`src/rtl/fetch_queue.sv`:
```
`default_nettype none
// +----------------------------------------------------------------------------+
// | Module      : fetch_queue                                                  |
// | Description : Fetch-address consumer. Accepts one PC per handshake, keeps  |
// |               a single instruction-memory read outstanding, and buffers    |
// |               {pc, instruction} pairs in a small FIFO for decode. A flush  |
// |               empties the FIFO and discards any in-flight read.            |
// | Revision    : 1.0 - initial release                                        |
// +----------------------------------------------------------------------------+
// | Ports                                                                      |
// |   clk            in   1       clock, rising edge                           |
// |   reset          in   1       asynchronous, active-low reset               |
// |   flush          in   1       redirect; discard queued/in-flight fetches   |
// |   pc_in          in   ADDR_W  fetch address                                |
// |   pc_valid       in   1       pc_in is valid                               |
// |   pc_ready       out  1       pc_in accepted this cycle                    |
// |   imem_req       out  1       instruction-memory read request              |
// |   imem_addr      out  ADDR_W  read byte address                            |
// |   imem_ack       in   1       read data valid this cycle                   |
// |   imem_rdata     in   DATA_W  read data                                    |
// |   instr_valid    out  1       FIFO head valid                              |
// |   instr_ready    in   1       decode consumes head                         |
// |   instr_out      out  DATA_W  head instruction                             |
// |   instr_pc       out  ADDR_W  PC of head instruction                       |
// |   instr_misalign out  1       head PC was misaligned (optional)            |
// | Build option                                                               |
// |   FETCH_MISALIGN_CHECK_EN : when defined, misaligned PCs are not fetched;  |
// |   they are queued directly with instr_out=0 and instr_misalign=1. When     |
// |   undefined, pc[1:0] is forced to zero on imem_addr.                       |
// +----------------------------------------------------------------------------+
module fetch_queue #(
  parameter int ADDR_W = 10,
  parameter int DATA_W = 32,
  parameter int DEPTH  = 4
) (
  input  logic              clk,
  input  logic              reset,
  input  logic              flush,
  input  logic [ADDR_W-1:0] pc_in,
  input  logic              pc_valid,
  output logic              pc_ready,
  output logic              imem_req,
  output logic [ADDR_W-1:0] imem_addr,
  input  logic              imem_ack,
  input  logic [DATA_W-1:0] imem_rdata,
  output logic              instr_valid,
  input  logic              instr_ready,
  output logic [DATA_W-1:0] instr_out,
  output logic [ADDR_W-1:0] instr_pc
`ifdef FETCH_MISALIGN_CHECK_EN
  ,
  output logic              instr_misalign
`endif
);

  localparam int PTR_W = $clog2(DEPTH);
  localparam int CNT_W = PTR_W + 1;
  localparam logic [CNT_W-1:0] C_DEPTH = CNT_W'(DEPTH);

  typedef enum logic [1:0] {
    ST_IDLE = 2'd0,
    ST_REQ  = 2'd1,
    ST_DROP = 2'd2
  } state_t;

  state_t              state_q;
  logic [ADDR_W-1:0]   pc_q;
  logic                rdy_q;     // holds pc_ready low until the first clock after reset
  logic [PTR_W-1:0]    wr_ptr_q, wr_ptr_d;
  logic [PTR_W-1:0]    rd_ptr_q, rd_ptr_d;
  logic [CNT_W-1:0]    count_q, count_d;
  logic                valid_q;
  logic [DATA_W-1:0]   head_data_q, head_data_d;
  logic [ADDR_W-1:0]   head_pc_q, head_pc_d;

  logic [DATA_W-1:0]   mem_data [DEPTH];
  logic [ADDR_W-1:0]   mem_pc   [DEPTH];

  logic                w_pend;
  logic [CNT_W-1:0]    w_used;
  logic                w_accept;
  logic                w_ack_push;
  logic                w_push;
  logic                w_pop;
  logic [DATA_W-1:0]   w_push_data;
  logic                w_misaligned;

`ifdef FETCH_MISALIGN_CHECK_EN
  logic                mis_pend_q;
  logic                head_mis_q, head_mis_d;
  logic                mem_mis [DEPTH];

  assign w_pend       = mis_pend_q;
  assign w_misaligned = |pc_in[1:0];
  assign imem_addr    = pc_q;             // only aligned PCs are ever issued
  assign instr_misalign = head_mis_q;
`else
  assign w_pend       = 1'b0;
  assign w_misaligned = 1'b0;
  assign imem_addr    = {pc_q[ADDR_W-1:2], 2'b00};
`endif

  // A misaligned PC accepted last cycle still owns a slot until it is pushed.
  assign w_used      = count_q + CNT_W'(w_pend);
  assign pc_ready    = rdy_q && (state_q == ST_IDLE) && !flush && (w_used < C_DEPTH);
  assign w_accept    = pc_valid && pc_ready;
  assign w_ack_push  = (state_q == ST_REQ) && imem_ack && !flush;
  assign w_push      = !flush && (w_ack_push || w_pend);
  assign w_push_data = w_ack_push ? imem_rdata : '0;
  assign w_pop       = valid_q && instr_ready && !flush;

  assign imem_req    = (state_q == ST_REQ) || (state_q == ST_DROP);
  assign instr_valid = valid_q;
  assign instr_out   = head_data_q;
  assign instr_pc    = head_pc_q;

  // Pointer, count and registered-head next state.
  always_comb begin
    wr_ptr_d    = wr_ptr_q;
    rd_ptr_d    = rd_ptr_q;
    count_d     = count_q;
    head_data_d = head_data_q;
    head_pc_d   = head_pc_q;
`ifdef FETCH_MISALIGN_CHECK_EN
    head_mis_d  = head_mis_q;
`endif
    if (flush) begin
      wr_ptr_d = '0;
      rd_ptr_d = '0;
      count_d  = '0;
    end else begin
      wr_ptr_d = wr_ptr_q + PTR_W'(w_push);
      rd_ptr_d = rd_ptr_q + PTR_W'(w_pop);
      count_d  = count_q + CNT_W'(w_push) - CNT_W'(w_pop);
    end
    // The new head is the entry being written only when it lands exactly at
    // the next read slot; a full FIFO never receives a push, so no overlap.
    if (count_d != '0) begin
      if (w_push && (wr_ptr_q == rd_ptr_d)) begin
        head_data_d = w_push_data;
        head_pc_d   = pc_q;
`ifdef FETCH_MISALIGN_CHECK_EN
        head_mis_d  = mis_pend_q;
`endif
      end else begin
        head_data_d = mem_data[rd_ptr_d];
        head_pc_d   = mem_pc[rd_ptr_d];
`ifdef FETCH_MISALIGN_CHECK_EN
        head_mis_d  = mem_mis[rd_ptr_d];
`endif
      end
    end
  end

  // FIFO storage; contents are don't-care until written.
  always_ff @(posedge clk) begin
    if (w_push) begin
      mem_data[wr_ptr_q] <= w_push_data;
      mem_pc[wr_ptr_q]   <= pc_q;
`ifdef FETCH_MISALIGN_CHECK_EN
      mem_mis[wr_ptr_q]  <= mis_pend_q;
`endif
    end
  end

  always_ff @(posedge clk or negedge reset) begin
    if (!reset) begin
      wr_ptr_q    <= '0;
      rd_ptr_q    <= '0;
      count_q     <= '0;
      valid_q     <= 1'b0;
      head_data_q <= '0;
      head_pc_q   <= '0;
`ifdef FETCH_MISALIGN_CHECK_EN
      head_mis_q  <= 1'b0;
`endif
    end else begin
      wr_ptr_q    <= wr_ptr_d;
      rd_ptr_q    <= rd_ptr_d;
      count_q     <= count_d;
      valid_q     <= (count_d != '0);
      head_data_q <= head_data_d;
      head_pc_q   <= head_pc_d;
`ifdef FETCH_MISALIGN_CHECK_EN
      head_mis_q  <= head_mis_d;
`endif
    end
  end

  // Request FSM.
  always_ff @(posedge clk or negedge reset) begin
    if (!reset) begin
      state_q    <= ST_IDLE;
      pc_q       <= '0;
      rdy_q      <= 1'b0;
`ifdef FETCH_MISALIGN_CHECK_EN
      mis_pend_q <= 1'b0;
`endif
    end else begin
      rdy_q      <= 1'b1;
`ifdef FETCH_MISALIGN_CHECK_EN
      mis_pend_q <= w_accept && w_misaligned;
`endif
      case (state_q)
        ST_IDLE: begin
          if (w_accept) begin
            pc_q <= pc_in;
            if (!w_misaligned) begin
              state_q <= ST_REQ;
            end
          end
        end
        ST_REQ: begin
          if (flush) begin
            // An ack coinciding with the flush retires the read immediately.
            state_q <= imem_ack ? ST_IDLE : ST_DROP;
          end else if (imem_ack) begin
            state_q <= ST_IDLE;
          end
        end
        ST_DROP: begin
          // The outstanding read completes here; its data is discarded.
          if (imem_ack) begin
            state_q <= ST_IDLE;
          end
        end
        default: state_q <= ST_IDLE;
      endcase
    end
  end

endmodule
`default_nettype wire
```
`config.mk`:
```
export PLATFORM = sky130hd
export DESIGN_NAME = fetch_queue
export DESIGN_NICKNAME = d
export VERILOG_FILES = /design/src/rtl/fetch_queue.sv
export SDC_FILE = /design/constraint.sdc
export NUM_CORES = 1
export LEC_CHECK = 0
export ABC_AREA = 1
export BUFFER_PORTS_ARGS = -buffer_cell sky130_fd_sc_hd__buf_2
export CAP_MARGIN = 5
export CORE_ASPECT_RATIO = 1.25
export CORE_UTILIZATION = 55
export DETAILED_ROUTE_END_ITERATION = 8
export PLACE_DENSITY = 0.75
export SYNTH_ARGS = -nofsm -noshare
export SYNTH_HDL_FRONTEND = slang
export SYNTH_SLANG_ARGS = --single-unit
```
`constraint.sdc`:
```
create_clock -name clk -period 4.6 [get_ports clk]
set_input_delay 0.69 -clock clk [delete_from_list [all_inputs] [get_ports clk]]
set_output_delay 0.69 -clock clk [all_outputs]
set_load 0.02 [all_outputs]
```
### Word-level counts from Yosys, hierarchy flattened

Memory sizes are Yosys's and may differ from the RTL's. A register that Yosys moved wholly into a read port is not among the register bits.
Cells that the tools add are included.

| operators by class | value |
|---|---|
| add/subtract/negate cells | 4 |
| magnitude comparators | 1 |
| equality and inequality tests | 3 |
| multiplexer cells | 11 |
| reduce and logical (&&, ||, !) cells | 16 |

Operators with widths:

| kind | number |
|---|---|
| two-way mux 32 bit | 1 |
| two-way mux 2 bit | 6 |
| logical AND 1 bit | 9 |
| case mux 2 bit (3 select lines) | 1 |
| adder 2 x 1 -> 2 bit | 2 |
| adder 3 x 1 -> 3 bit | 1 |
| zero test 1 bit | 3 |
| < comparator 3 bit, second input constant | 1 |
| two-way mux 3 bit | 1 |
| nonzero test 3 bit | 1 |
| subtractor 3 x 1 -> 3 bit | 1 |
| == test 2 x 1 -> 1 bit, second input constant | 1 |
| == test 2 bit, second input constant | 1 |
| zero test 2 bit | 1 |
| two-way mux 1 bit | 2 |
| != test 2 bit, second input constant | 1 |
| AND reduction 2 bit | 1 |
| logical OR 1 bit | 1 |

| word-level totals | value |
|---|---|
| bits in registers | 21 |
| bits in writable memories | 168 |
| output and inout port bits | 55 |
| memories kept | 2 |

Memories:

| memory | depth | bits a word | rd ports | clocked after Yosys merged registers in | wr ports | RTL line | text |
|---|---|---|---|---|---|---|---|
| mem_data | 4 | 32 | 1 | 1 | 1 | 76 | `logic [DATA_W-1:0] mem_data [DEPTH];` |
| mem_pc | 4 | 10 | 1 | 1 | 1 | 77 | `logic [ADDR_W-1:0] mem_pc [DEPTH];` |

### Depth between registers and ports, before layout

| logic depth | value |
|---|---|
| word-level depth | 8 |
| gate-level depth with buffers | 15 |

### Least setup slack after synthesis

OpenSTA, ideal clock, no wires.

| path | value |
|---|---|
| kind | input port to flip-flop |
| from | in flush |
| to | mem mem_data[2][0] (enable) |
| data arrival time | 3.935 ns |
| data required time | 4.106 ns |
| path slack | 0.171 ns |
| stages on the path | 4 |
| cell sequence | buf_6 inv_4 nand3_2 nor3_1 |

| on the way | value |
|---|---|
| word-level cells in the longest chain between the ends | 5 |

Ends and longest elaborated chain:

| what | RTL line | text |
|---|---|---|
| from (decl) | 38 | `input logic flush,` |
| zero test 1 bit (*) | 107, 108 |  |
| logical AND 1 bit | 107 | `assign w_ack_push = (state_q == ST_REQ) && imem_ack && !flush;` |
| logical AND 1 bit (*) | 108 | `assign w_push = !flush && (w_ack_push \|\| w_pend);` |
| two-way mux 1 bit (*) | 157 | `if (w_push) begin` |
| two-way mux 1 bit (implied by the code) (*) | 158 | `mem_data[wr_ptr_q] <= w_push_data;` |
| to (decl) | 76 |  |

Every way passes the cells marked *; elsewhere a longest branch is shown, timed or not.

### Final worst setup path

| path | value |
|---|---|
| from | reg state_q[1] |
| to | reg head_data_q[4] (netlist: instr_out[4]) (read register of mem_data) |

| on the way | value |
|---|---|
| word-level cells in the longest chain between the ends | 8 |

Ends and longest elaborated chain:

| what | RTL line | text |
|---|---|---|
| from (decl) | 66 | `state_t state_q;` |
| from (signal assigned) | 216 | `state_q <= imem_ack ? ST_IDLE : ST_DROP;` |
| == test 2 x 1 -> 1 bit | 107 |  |
| logical AND 1 bit (2 in a row) | 107 |  |
| logical AND 1 bit | 108 |  |
| adder 3 x 1 -> 3 bit | 134 | `count_d = count_q + CNT_W'(w_push) - CNT_W'(w_pop);` |
| subtractor 3 x 1 -> 3 bit | 134 |  |
| two-way mux 3 bit | 127 | `if (flush) begin` |
| via count_d[1] | 71 | `logic [CNT_W-1:0] count_q, count_d;` |
| nonzero test 3 bit | 138 | `if (count_d != '0) begin` |
| to (decl) | 73 | `logic [DATA_W-1:0] head_data_q, head_data_d;` |

The timed path passes the listed nets, and every way through them passes these cells.
A chain may end at the register's enable or synchronous reset.

==> flow_results.xml <==
<?xml version="1.0" encoding="UTF-8"?>
<metrics>
  <group name="synth">
    <metric name="post_synth_main_area_contributors" unit="">edfxtp_1 (48%), nand2_1 (17%), dfrtp_1 (15%)</metric>
    <metric name="synth-seq-cells" unit="">231</metric>
    <metric name="post_syn_area_per_cell" unit="sq um">9.498</metric>
    <metric name="summed_instance_area_of_the_synthesized_netlist" unit="sq um">10480</metric>
    <metric name="ys_seq_area_frac" unit="">0.6320</metric>
    <metric name="post-synth-top-area-cell" unit="">edfxtp_1</metric>
    <metric name="postSynthCellCount" unit="">1103</metric>
    <metric name="ys_warn_count" unit="">0</metric>
    <metric name="synth_cell_types" unit="">30</metric>
    <metric name="post-synth-top-area-fraction" unit="">0.4815</metric>
  </group>
  <group name="floorplan">
    <metric name="die_area" unit="sq um">19610</metric>
    <metric name="die_h" unit="microns">156.3</metric>
    <metric name="num_rows" unit="">56</metric>
    <metric name="core_area" unit="sq um">18710</metric>
    <metric name="start_util" unit="">0.5600</metric>
    <metric name="die_x" unit="microns">125.4</metric>
    <metric name="number_of_top_level_design_ports" unit="">103</metric>
  </group>
  <group name="job">
    <metric name="count_of_max_cap_constraint_violations" unit="">0</metric>
  </group>
  <group name="clock_network">
    <metric name="cts_repair_resize_count" unit="">0</metric>
    <metric name="post-cts-setup-buffers" unit="">0</metric>
    <metric name="clk_pin_slew" unit="ns">0.06</metric>
    <metric name="cts_hold_fix_bufs" unit="">0</metric>
    <metric name="insertion_delay" unit="ns">0.50</metric>
    <metric name="tritoncts" unit="">built</metric>
    <metric name="clock_tree.root_cell" unit="">clkbuf_16</metric>
    <metric name="clock_sinks" unit="">231</metric>
    <metric name="h-tree-depth" unit="">1</metric>
    <metric name="numCtsBuffers" unit="">23</metric>
    <metric name="clockBufferDepth" unit="">3</metric>
  </group>
  <group name="finish">
    <metric name="nets" unit="">1225</metric>
    <metric name="commonest_cells_after_routing_fill_and_taps_aside" unit="">nand2_1 (462), edfxtp_1 (168), nand3_1 (128)</metric>
    <metric name="syn_to_final_growth" unit="%">12.52</metric>
    <metric name="antennaDiodeCount" unit="">0</metric>
    <metric name="layout.cells.most_common" unit="">nand2_1</metric>
    <metric name="final_layout_size_suffix_gt1_frac" unit="">0.1425</metric>
  </group>
  <group name="critical_path">
    <metric name="endpoint_kind" unit="">flip-flop</metric>
    <metric name="path_cells" unit="">inv_1, ha_1, nand3_2, xnor2_1, ha_1, inv_1, fa_1, nor2_1, nor2_1, nand2_2, inv_2, nand2_1, nand2_1</metric>
    <metric name="crit_path_max_incr_delay" unit="ns">0.63</metric>
    <metric name="cp.required" unit="ns">5.03</metric>
    <metric name="critical_path_class" unit="">flip-flop to flip-flop</metric>
    <metric name="worst_setup_path_start_kind" unit="">flip-flop</metric>
    <metric name="worst_path_max_delay_cell" unit="">inv_2</metric>
    <metric name="worst-path-buf-inv" unit="">3</metric>
    <metric name="critical-path-top-delay-family" unit="">adder cells</metric>
    <metric name="regToRegSetupSlack" unit="ns">1.51</metric>
    <metric name="largest_fanout_on_the_critical_path" unit="">42</metric>
    <metric name="timing.critical_path.arrival" unit="ns">3.53</metric>
  </group>
  <group name="route">
    <metric name="vias" unit="">7689</metric>
    <metric name="drt-initial-drc-count" unit="">619</metric>
    <metric name="drt-wirelength-per-cell" unit="microns">16.64</metric>
    <metric name="pre_repair_dr_iteration_count" unit="">8</metric>
    <metric name="drc" unit="">6</metric>
    <metric name="finalWirelength" unit="microns">23600</metric>
    <metric name="postRouteAntennaNets" unit="">0</metric>
    <metric name="post_drt_via_cell_ratio" unit="">5.422</metric>
  </group>
  <group name="global_routing">
    <metric name="track_usage" unit="">0.2460</metric>
    <metric name="grt_antenna_before_repair" unit="">0</metric>
    <metric name="globalRouteOverflowTotal" unit="">0</metric>
    <metric name="first_global_vias" unit="">7507</metric>
    <metric name="grt_max_degree" unit="">78</metric>
    <metric name="first_pass_grt_wire_length" unit="microns">37830</metric>
  </group>
  <group name="sta">
    <metric name="final_critical_path_setup_slack" unit="ns">1.509</metric>
    <metric name="period_share" unit="">0.6720</metric>
    <metric name="timing.final.max_slew_violations" unit="">0</metric>
    <metric name="maximum_clock_frequency" unit="MHz">323.5</metric>
    <metric name="whs" unit="ns">0.3112</metric>
    <metric name="finClkSkew" unit="ns">0.009567</metric>
    <metric name="grt_setup_unrepaired" unit="">false</metric>
    <metric name="final-setup-viol-count" unit="">0</metric>
    <metric name="worst_slew_slack_as_a_fraction_of_its_limit" unit="">0.4142</metric>
    <metric name="totalNegativeSetupSlack" unit="ns">0</metric>
    <metric name="max_slew.worst_pin.slew" unit="ns">0.8786</metric>
    <metric name="period_minus_slack" unit="ns">3.091</metric>
    <metric name="timing_hold_violations_final" unit="">0</metric>
  </group>
  <group name="power_and_ir_drop">
    <metric name="leakagePower" unit="nW">5.516</metric>
    <metric name="peakVddDrop" unit="mV">0.4807</metric>
    <metric name="total_power" unit="mW">6.795</metric>
    <metric name="cellPowerDensity" unit="nW/um^2">576.4</metric>
  </group>
  <group name="worst_hold_path">
    <metric name="holdCritPathClass" unit="">input pin to asynchronous set/reset pin</metric>
  </group>
  <group name="place">
    <metric name="detailedPlacementHpwl" unit="microns">12650</metric>
    <metric name="gp_congestion" unit="">0.7871</metric>
    <metric name="place_worst_setup_slack" unit="ns">1.272</metric>
    <metric name="placement.io_buffers" unit="">100</metric>
  </group>
  <group name="run_status">
    <metric name="failed_checks" unit="">design-rule violations</metric>
    <metric name="status" unit="">finished with violations</metric>
  </group>
</metrics>
## path summary, 6_finish.rpt
check                                           from                        end  depth (start not counted)
max                           state_q[1]$_DFFE_PN0P_   instr_out[4]$_DFFE_PN0P_                         13
min                                            reset    instr_pc[4]$_DFFE_PN0P_                          1
max reg2reg                   state_q[1]$_DFFE_PN0P_   instr_out[4]$_DFFE_PN0P_                         13
min reg2reg                instr_out[20]$_DFFE_PN0P_  instr_out[20]$_DFFE_PN0P_                          2
max in group asynchronous                      reset  instr_out[21]$_DFFE_PN0P_                          1
min in group clk                            pc_in[4]        pc_q[4]$_DFFE_PN0P_                          3
## where the power goes
| group | internal, mW | leakage, nW | switching [mW] | total (mW) |
|---|---|---|---|---|
| clock | 1.13 | 0.367 | 0.764 | 1.89 |
| combinational | 0.625 | 2.83 | 1.44 | 2.07 |
| sequential | 2.64 | 2.32 | 0.197 | 2.84 |
| total | 4.39 | 5.52 | 2.40 | 6.79 |
## worst register-to-register path: cells and delay by family (launching register included)
family        cells  cell delay [ns]
fa+ha+maj         3             0.88
buf+inv           3             0.81
simple gates      6             0.72
flops             1             0.41
xor+xnor          1             0.21
## cells by family (layout without fill, tap and decap cells)
| logic type | count (synthesis) | in the layout | share of synthesized area |
|---|---|---|---|
| AOI/OAI and AO/OA | 19 | 19 | 0.009794 |
| xor gates and xnor gates | 2 | 2 | 0.001672 |
| adders and majority gates | 7 | 7 | 0.009077 |
| buffers and inverters | 173 | 255 | 0.07405 |
| DFF | 231 | 231 | 0.6320 |
| other | 2 | 3 | 0.0007169 |
| and+or+nand+nor | 669 | 669 | 0.2727 |
## synthesized netlist by cell type (all sizes together)
| library cell | instances |
|---|---|
| a2111oi | 1 |
| a21oi | 14 |
| buf | 62 |
| clkbuf | 13 |
| clkinv | 39 |
| conb | 2 |
| dfrtp | 63 |
| edfxtp | 168 |
| fa | 1 |
| ha | 6 |
| inv | 59 |
| nand2 | 466 |
| nand3 | 131 |
| nand3b | 1 |
| nand4 | 44 |
| nor2 | 20 |
| nor3 | 7 |
| o21ai | 4 |
| xnor2 | 2 |
## state kept, by name (all words and copies together) (netlist names)
name	count
count_q	3
instr_out	32
instr_pc	10
instr_valid	1
mem_data	128
mem_pc	40
pc_q	10
rd_ptr_q	2
rdy_q	1
state_q	2
wr_ptr_q	2
## cell type report
class,count,area [sq um]
timing repair buffer,116,623.1
clock inverter,10,102.6
tap,232,290.3
sequential,231,6621
clock buffer,31,666.9
fill,1516,6920
inverter,98,370.4
multi-input combinational,700,3113
## metrics by stage
| stage | cells | cell area, sq um | utilization |
|---|---|---|---|
| final | 1418 | 11790 | 0.6301 |
| after global routing | 1418 | 11790 | 0.6301 |
| after floorplan | 1104 | 10480 | - |
| after detailed placement | 1377 | 11020 | 0.5890 |
| after CTS | 1418 | 11790 | 0.6301 |
| after global placement | 1377 | 11020 | 0.5890 |
## per-layer routing
layer | vias up | wire [microns] | global-route usage
li1 | 3718 | - | -
met4 | 0 | 323 | 0.06330
met2 | 284 | 11680 | 0.4304
met1 | 3661 | 9931 | 0.3252
met3 | 26 | 1661 | 0.03179
met5 | - | 0 | 0
Note: power is estimated with default switching activity, not from simulation.
